`config.mk`:
```
export PLATFORM = sky130hd
export DESIGN_NAME = phy_mdio_init_sequencer
export DESIGN_NICKNAME = d
export VERILOG_FILES = /design/src/rtl/phy_mdio_init_sequencer_pkg.sv /design/src/rtl/mdio_write_shifter.sv /design/src/rtl/phy_mdio_init_sequencer.sv
export SDC_FILE = /design/constraint.sdc
export NUM_CORES = 1
export LEC_CHECK = 0
export CAP_MARGIN = 20
export CORE_ASPECT_RATIO = 1.2
export CORE_MARGIN = 8
export CORE_UTILIZATION = 45
export DETAILED_ROUTE_END_ITERATION = 6
export PLACE_DENSITY = 0.71
export SLEW_MARGIN = 20
export SYNTH_ARGS = -nofsm -noshare
export SYNTH_HDL_FRONTEND = slang
export SYNTH_HIERARCHICAL = 1
export SYNTH_SLANG_ARGS = --single-unit
```
`constraint.sdc`:
```
create_clock -name clock -period 2.57 [get_ports clock]
set_input_delay 0.257 -clock clock [delete_from_list [all_inputs] [get_ports clock]]
set_output_delay 0.257 -clock clock [all_outputs]
set_load 0.05 [all_outputs]
```
`src/rtl/phy_mdio_init_sequencer_pkg.sv`:
```
// phy_init_pkg: states, MDIO frame constants and the PHY write table for the init sequencer
package phy_init_pkg;
  typedef enum logic [2:0] {HOLD, SETTLE, FRAME, GAP, DONE} state_t;
  localparam logic [1:0] ST = 2'b01;
  localparam logic [1:0] OP_WRITE = 2'b01;
  localparam logic [1:0] TA = 2'b10;
  localparam int PREAMBLE_BITS = 32;
  localparam int FRAME_BITS = 64;
  localparam int NUM_WRITES = 4;
  localparam logic [NUM_WRITES-1:0][20:0] WRITE_TABLE = {
    {5'h00, 16'h1340},
    {5'h09, 16'h0200},
    {5'h04, 16'h01E1},
    {5'h00, 16'h8000}
  };
  function automatic logic [FRAME_BITS-1:0] build_frame(input logic [4:0] addr, input logic [20:0] entry);
    return {{PREAMBLE_BITS{1'b1}}, ST, OP_WRITE, addr, entry[20:16], TA, entry[15:0]};
  endfunction
endpackage

```
`src/rtl/mdio_write_shifter.sv`:
```
// mdio_write_shifter: shifts one 64-bit MDIO frame MSB-first on registered mdc/mdio, pulses done at the end
module mdio_write_shifter
  import phy_init_pkg::*;
#(
  parameter int unsigned CLK_DIV = 32
) (
  input  logic                  clock,
  input  logic                  reset,
  input  logic                  start,
  input  logic [FRAME_BITS-1:0] frame,
  output logic                  mdc,
  output logic                  mdio,
  output logic                  done
);
  localparam int DW = $clog2(CLK_DIV) + 1;
  localparam int BW = $clog2(FRAME_BITS);
  logic [FRAME_BITS-2:0] sh_q, sh_d;
  logic [BW-1:0] bit_q, bit_d;
  logic [DW-1:0] div_q, div_d;
  logic mdc_q, mdc_d, mdio_q, mdio_d, busy_q, busy_d;
  logic half_end, last;
  assign half_end = busy_q && div_q == DW'(CLK_DIV - 1);
  assign last = bit_q == BW'(FRAME_BITS - 1);
  assign done = half_end && mdc_q && last;
  assign mdc = mdc_q;
  assign mdio = mdio_q;
  always_comb begin
    sh_d = sh_q;
    bit_d = bit_q;
    div_d = busy_q ? (half_end ? '0 : div_q + 1'b1) : '0;
    mdc_d = mdc_q;
    mdio_d = mdio_q;
    busy_d = busy_q;
    if (start) begin
      sh_d = frame[FRAME_BITS-2:0];
      bit_d = '0;
      div_d = '0;
      mdc_d = 1'b0;
      mdio_d = frame[FRAME_BITS-1];
      busy_d = 1'b1;
    end else if (half_end) begin
      mdc_d = !mdc_q;
      if (mdc_q) begin
        bit_d = last ? '0 : bit_q + 1'b1;
        sh_d = {sh_q[FRAME_BITS-3:0], 1'b0};
        mdio_d = last ? 1'b1 : sh_q[FRAME_BITS-2];
        busy_d = !last;
      end
    end
  end
  always_ff @(posedge clock) begin
    if (reset) begin
      sh_q <= '0;
      bit_q <= '0;
      div_q <= '0;
      mdc_q <= 1'b0;
      mdio_q <= 1'b1;
      busy_q <= 1'b0;
    end else begin
      sh_q <= sh_d;
      bit_q <= bit_d;
      div_q <= div_d;
      mdc_q <= mdc_d;
      mdio_q <= mdio_d;
      busy_q <= busy_d;
    end
  end
endmodule

```
`src/rtl/phy_mdio_init_sequencer.sv`:
```
// phy_mdio_init_sequencer: PHY reset pulse, settle wait, then fixed Clause-22 MDIO writes; raises phy_init_done
module phy_mdio_init_sequencer
  import phy_init_pkg::*;
#(
  parameter int unsigned CLK_DIV = 32,
  parameter int unsigned RESET_CYCLES = 1250000,
  parameter int unsigned POST_RESET_CYCLES = 6250000,
  parameter logic [4:0]  PHY_ADDR = 5'd1,
  parameter int unsigned GAP_CYCLES = 64
) (
  input  logic clock,
  input  logic reset,
  output logic phy_resetn,
  output logic mdio_scl,
  output logic mdio_sda,
  output logic phy_init_done
);
  localparam int unsigned MAXC = RESET_CYCLES > POST_RESET_CYCLES ?
    (RESET_CYCLES > GAP_CYCLES ? RESET_CYCLES : GAP_CYCLES) :
    (POST_RESET_CYCLES > GAP_CYCLES ? POST_RESET_CYCLES : GAP_CYCLES);
  localparam int CW = $clog2(MAXC + 1);
  localparam int IW = $clog2(NUM_WRITES);
  state_t state_q, state_d;
  logic [CW-1:0] cnt_q, cnt_d;
  logic [IW-1:0] idx_q, idx_d;
  logic rn_q, rn_d, done_q, done_d;
  logic start, sh_done;
  logic [FRAME_BITS-1:0] frame;
  assign frame = build_frame(PHY_ADDR, WRITE_TABLE[idx_d]);
  always_comb begin
    state_d = state_q;
    cnt_d = cnt_q + 1'b1;
    idx_d = idx_q;
    rn_d = rn_q;
    done_d = done_q;
    start = 1'b0;
    case (state_q)
      HOLD: begin
        rn_d = 1'b0;
        if (cnt_q == CW'(RESET_CYCLES - 1)) begin
          state_d = SETTLE;
          cnt_d = '0;
          rn_d = 1'b1;
        end
      end
      SETTLE: if (cnt_q == CW'(POST_RESET_CYCLES - 1)) begin
        state_d = FRAME;
        cnt_d = '0;
        idx_d = '0;
        start = 1'b1;
      end
      FRAME: begin
        cnt_d = '0;
        state_d = sh_done ? GAP : FRAME;
      end
      GAP: if (cnt_q == CW'(GAP_CYCLES - 1)) begin
        cnt_d = '0;
        if (idx_q == IW'(NUM_WRITES - 1)) begin
          state_d = DONE;
          done_d = 1'b1;
        end else begin
          state_d = FRAME;
          idx_d = idx_q + 1'b1;
          start = 1'b1;
        end
      end
      DONE: cnt_d = cnt_q;
      default: state_d = HOLD;
    endcase
  end
  always_ff @(posedge clock) begin
    if (reset) begin
      state_q <= HOLD;
      cnt_q <= '0;
      idx_q <= '0;
      rn_q <= 1'b0;
      done_q <= 1'b0;
    end else begin
      state_q <= state_d;
      cnt_q <= cnt_d;
      idx_q <= idx_d;
      rn_q <= rn_d;
      done_q <= done_d;
    end
  end
  mdio_write_shifter #(.CLK_DIV(CLK_DIV)) u_shifter (
    .clock(clock),
    .reset(reset),
    .start(start),
    .frame(frame),
    .mdc(mdio_scl),
    .mdio(mdio_sda),
    .done(sh_done)
  );
  assign phy_resetn = rn_q;
  assign phy_init_done = done_q;
endmodule

```
# Word-level counts from Yosys, hierarchy flattened
# Cells that the tools add are included.
[word_totals] register_bits=108 latch_bits=0 mem_bits_rw=0 romBits=0 out_inout_bits=4 elab_cells=75 mem_count=0
[classes] n_addsub=4 n_mul=0 div_mod_pow=0 n_lt_le_gt_ge=1 n_eq_ne=13 shift=0 n_mux=29 n_bitwise=2 reduce_logical=14
[ops] cell="63-bit two-way mux" count=3
[ops] cell="23-bit one-hot mux with 5 select lines" count=1
[ops] cell="23-bit two-way mux" count=3
[ops] cell="21-bit binary-select mux with 2-bit select" count=1
[ops] cell="23-bit by 1-bit adder with 23-bit output, second input constant" count=1
[ops] cell="23-bit by 21-bit == test with 1-bit output, second input constant" count=1
[ops] cell="23-bit == test, second input constant" count=1
[ops] cell="23-bit by 6-bit == test with 1-bit output, second input constant" count=1
[ops] cell="21-bit two-way mux" count=1
[ops] cell="3-bit one-hot mux with 5 select lines" count=1
[ops] cell="6-bit by 1-bit adder with 6-bit output, second input constant" count=2
[ops] cell="3-bit two-way mux" count=4
[ops] cell="1-bit two-way mux" count=9
[ops] cell="3-bit by 2-bit == test with 1-bit output, second input constant" count=2
[ops] cell="6-bit by 5-bit == test with 1-bit output, second input constant" count=1
[ops] cell="6-bit == test, second input constant" count=1
[ops] cell="2-bit two-way mux" count=3
[ops] cell="6-bit two-way mux" count=1
[ops] cell="2-bit inequality test, second input constant" count=3
[ops] cell="2-bit one-hot mux with 2 select lines" count=1
[ops] cell="2-bit AND reduction" count=2
[ops] cell="4-bit AND reduction" count=1
[ops] cell="2-bit nonzero test" count=2
[ops] cell="4-bit OR reduction" count=1
[ops] cell="12 further kinds" count=16

# Logic depth before layout (Yosys ltp)
[logic_depth] ltp_word=7 depth_mapped=12 mapped_depth_nobuf=10

# By module
# Netlist, hierarchy kept.
[modules_own_cells] module="mdio_write_shifter" instances=1 cells_each=435 area_each_um2=3647.2 seq_area_each_um2=1561.5
[modules_own_cells] module="phy_mdio_init_sequencer" instances=1 cells_each=217 area_each_um2=1829.3 seq_area_each_um2=600.6

# Least setup slack after synthesis
# OpenSTA, ideal clock, no wires.
[synth_timing] path_kind="register to register" startpoint="reg cnt_q[14]" endpoint="reg u_shifter.sh_q[13]" setup_ns=0.115 t_arrival_ns=2.507 path_slack_ns=-0.052 stages_incl_launch_ff=11 cell_sequence="dfxtp_1 > nor4_1 > nand2_1 > nor4_1 > a21oi_1 > nor2_1 > buf_2 > clkbuf_1 > clkbuf_1 > nor3_1 > a2111oi_0"
[synth_rtl] item="start, declared" line="phy_mdio_init_sequencer.sv:24" source="logic [CW-1:0] cnt_q, cnt_d;"
[synth_rtl] item="start signal, assigned" line="phy_mdio_init_sequencer.sv:80" source="cnt_q <= cnt_d;"
[synth_rtl] item="23-bit by 6-bit == test with 1-bit output / 23-bit == test (equally long branches)" line="phy_mdio_init_sequencer.sv:56, phy_mdio_init_sequencer.sv:46"
[synth_rtl] item="1-bit two-way mux (on tied branches)" line="phy_mdio_init_sequencer.sv:56, phy_mdio_init_sequencer.sv:46"
[synth_rtl] item="1-bit one-hot mux with 2 select lines (*)" line="phy_mdio_init_sequencer.sv:37" source="case (state_q)"
[synth_rtl] item="via start" line="phy_mdio_init_sequencer.sv:27" source="logic start, sh_done;"
[synth_rtl] item="2-bit nonzero test (no source line)"
[synth_rtl] item="2-bit AND reduction (no source line)"
[synth_rtl] item="end signal, assigned" line="mdio_write_shifter.sv:53" source="sh_q <= '0;"
[synth_rtl] item="end signal, assigned" line="mdio_write_shifter.sv:60" source="sh_q <= sh_d;"
[synth_rtl] item="end, declared" line="mdio_write_shifter.sv:17" source="logic [FRAME_BITS-2:0] sh_q, sh_d;"
# The timed path passes the listed nets; every way through them passes the cells marked *. The select of a mux whose other input is x is not followed.
# A chain may end at the register's enable or synchronous reset.

# Worst setup path after layout
[layout_timing] startpoint="reg cnt_q[12]" endpoint="reg u_shifter.sh_q[27]"
[layout_via] elab_chain_len=4
[layout_rtl] item="23-bit by 6-bit == test with 1-bit output / 23-bit == test (equally long branches)" line="phy_mdio_init_sequencer.sv:56, phy_mdio_init_sequencer.sv:46"
[layout_rtl] item="1-bit two-way mux (on tied branches)" line="phy_mdio_init_sequencer.sv:56, phy_mdio_init_sequencer.sv:46"
[layout_rtl] item="1-bit one-hot mux with 2 select lines (*)" line="phy_mdio_init_sequencer.sv:37"
[layout_rtl] item="via start" line="phy_mdio_init_sequencer.sv:27"
[layout_rtl] item="2-bit OR reduction (no source line) (*)"
# The timed path passes the listed nets; every way through them passes the cells marked *.

==> reports/results.tsv <==
metric	value	unit
status	finished, final reports clean	
cts_tree	yes	
fmax	403	MHz
met3_usage	2.30	%
grt_pass1_wl	19.7	mm
avgSynthCellArea	8.40	sq um
grt_pass1_vias	4541	
combPwrFrac	2.4	%
clkTransAtPathRegs	0.07	ns
clkLatencyLatePin	0.35	ns
rr_worst_depth	10	
p_sw_share	21.9	%
power_density	473	nW/um^2
grt_max_degree	75	
async_reset_ff_share	0	%
drc	0	
die_w	117	microns
r2r-start	cnt_q[12]	
grtUsageTotal	15.0	%
synth_cells	652	
finalSetupViolCount	0	
required	2.81	ns
max_cap_violations	0	
worst_ep_arrival_time	2.72	ns
critPathMaxStageDelay	0.36	ns
hold_path.class	register to register	
clockPowerShare	42.1	%
synth_flop_cell	dfxtp_1	
synth_cell_types	61	
start_kind	register	
cp-startpoint	cnt_q[12]	
critPathCaptureType	register	
place_hpwl	7.53	mm
finalMaxSlewViolations	0	
start_util	45.6	%
hold_buffers	0	
antenna_found_initial	0	
p_seq_share	55.5	%
yosysWarnings	6	
p_leak	2.49	nW
endpoint	u_shifter/sh_q[27]	
num_rows	44	
slew_headroom	44.2	%
gp_congestion	0.776	
syn_to_final_growth	17.0	%
antennaDiodeCount	0	
ys_ff_latch	108	
min_period_over_period	96.7	%
vias	4703	
dr.pass1.iters	4	
met1_usage	16.4	%
synth-edff-count	0	
stdcell_count	862	
final_nets	702	
max-vdd-ir-drop	0.000404	V
top_usage_layer	met2	
hold_violations	0	
coreArea	12000	sq um
gr-total-overflow	0	
reg2reg_slack	0.09	ns
drt_iter0_markers	237	
drtAntennaViolNets	0	
die-area	16000	sq um
dp_cells	841	
p_int	2.37	mW
portBuffers	5	
synthesis.area	5480	sq um
drive_above_1_share	13.6	%
skew	0.00724	ns
worstPathMaxFanout	30	
ioPinCount	6	
ys_seq_area_share	39.5	%
die-height	137	microns
holdWs	0.450	ns
cts_htree_levels	3	
worst_slew_pin_slew	0.837	ns
worstSetupPathType	register to register	
viasPerCell	5.46	
cts_buffers	9	
critPathSlowestCell	dfxtp_2	
routedWlPerCell	13.5	microns
finalWirelength	11.6	mm
clockRootBuffer	clkbuf_16	
grt_use_met2	27.2	%
clockBufferDepth	2	
crit_chain	nor4_4, buf_4, nand2_1, nor4_4, a21oi_2, nor2_4, buf_12, buf_12, nor3_1, a2111oi_1	
rsz0062_at_grt	true	
period_minus_slack	2.48	ns
cts_sinks	108	
worstReg2RegEnd	u_shifter/sh_q[27]	
switchingPower	0.663	mW
## layout make-up
type,instances,area [sq um]
clock inverters,5,28.8
well taps,161,201
flip-flops and latches,108,2160
clock buffers,10,239
repair buffers,41,457
multi-input cells,468,3060
inverters,69,259
fillers,1139,5600
## worst min path at each step
stage	from	endpoint	slack [ns]	depth (start not counted)
2_1_floorplan	u_shifter/div_q[0]	u_shifter/div_q[0]	0.42	1
3_3_place_gp	u_shifter/div_q[0]	u_shifter/div_q[0]	0.44	1
3_5_place_dp	u_shifter/div_q[0]	u_shifter/div_q[0]	0.44	1
4_1_cts	phy_resetn	phy_resetn	0.45	2
5_1_grt	phy_resetn	phy_resetn	0.47	2
6_report	phy_resetn	phy_resetn	0.45	2
## power by group through the flow
stage	Clock (mW)	Sequential, mW	Combinational (mW)
finish	1.28	1.68	0.0717
global route	1.38	1.68	0.0862
global placement	0	1.72	0.0661
detailed placement	0	1.72	0.0675
CTS	1.31	1.68	0.0675
floorplan	0	1.72	0.0590
## cell families after synthesis
group | Yosys count | synth area share (%)
xor+xnor | 27 | 4.32
buf+inv | 127 | 10.4
flops | 108 | 39.5
fa+ha+maj | 3 | 0.685
other cells | 2 | 0.137
compound gates | 100 | 17.0
mux | 4 | 0.731
simple gates | 281 | 27.3
## state kept, by name, summed over array words and instances (netlist names), 2 cells and up
signal	cells
cnt_q	23
u_shifter/sh_q	63
state_q	3
u_shifter/div_q	6
idx_q	2
u_shifter/bit_q	6
## cell usage after synthesis (3+ instances only)
library cell | count | share of area, %
a21oi_1 | 14 | 1.3
or3_1 | 5 | 0.57
xnor2_1 | 22 | 3.5
nor3b_1 | 4 | 0.55
inv_1 | 69 | 4.7
or4_1 | 4 | 0.55
nor4_1 | 8 | 0.91
nor2_1 | 30 | 2.1
a2111oi_0 | 24 | 3.8
nor3_1 | 156 | 14
clkbuf_1 | 39 | 2.7
nand2_1 | 27 | 1.9
o21ai_0 | 5 | 0.46
dlygate4sd1_1 | 3 | 0.48
buf_2 | 3 | 0.27
dfxtp_1 | 108 | 39
nand4_1 | 6 | 0.69
nand4bb_1 | 3 | 0.62
mux2i_1 | 4 | 0.73
nand3_1 | 18 | 1.6
xor2_1 | 5 | 0.80
ha_1 | 3 | 0.69
buf_6 | 4 | 0.82
a2111oi_1 | 25 | 4.6
a2111oi_2 | 13 | 3.6
buf_4 | 6 | 0.82
## timing repair
action,4_1_cts,5_1_grt
setup buffers,0,3
resized for setup,3,23
setup endpoints to repair,60,63
pin swaps,0,9
cloned,0,3
## per-stage QoR
stage	cell area, sq um	total power, mW	setup WS [ns]	TNS, ns	util (%)
floorplan	5670	1.78	-0.0519	-2.22	-
global placement	5930	1.79	0.0575	0	49.4
detailed placement	5930	1.79	-0.0982	-1.65	49.4
CTS	6220	3.06	0.00197	0	51.8
global route	6410	3.15	-0.0620	-0.812	53.4
finish	6410	3.03	0.0859	0	53.4
## layer usage
metal	vias up	routed length, microns
met1	2242	5230
li1	2401	-
met4	0	255
met3	18	234
met5	-	0
met2	42	5880
## cell usage in the layout (no fill, tap or decap), types with 3 or more instances in the layout
| master | n |
|---|---|
| a2111oi_0 | 16 |
| a2111oi_1 | 31 |
| a2111oi_2 | 15 |
| a21oi_1 | 13 |
| buf_12 | 5 |
| buf_4 | 27 |
| clkbuf_16 | 12 |
| clkdlybuf4s50_1 | 4 |
| clkinv_2 | 4 |
| conb_1 | 53 |
| dfxtp_1 | 107 |
| ha_1 | 3 |
| inv_1 | 69 |
| mux2i_1 | 4 |
| nand2_1 | 25 |
| nand3_1 | 18 |
| nand4_1 | 6 |
| nor2_1 | 29 |
| nor3_1 | 154 |
| nor3b_1 | 4 |
| nor4_1 | 5 |
| nor4_4 | 5 |
| o21ai_0 | 5 |
| or3_1 | 5 |
| or4_1 | 3 |
| xnor2_1 | 22 |
| xor2_1 | 5 |
## worst max-delay path: cells and delay by family (launching register included)
kind | cells | cell delay, ns
AOI/OAI and AO/OA | 2 | 0.42
buffers and inverters | 3 | 0.53
and+or+nand+nor | 5 | 1.04
DFF | 1 | 0.36
Power figures use the tool's default switching activity.
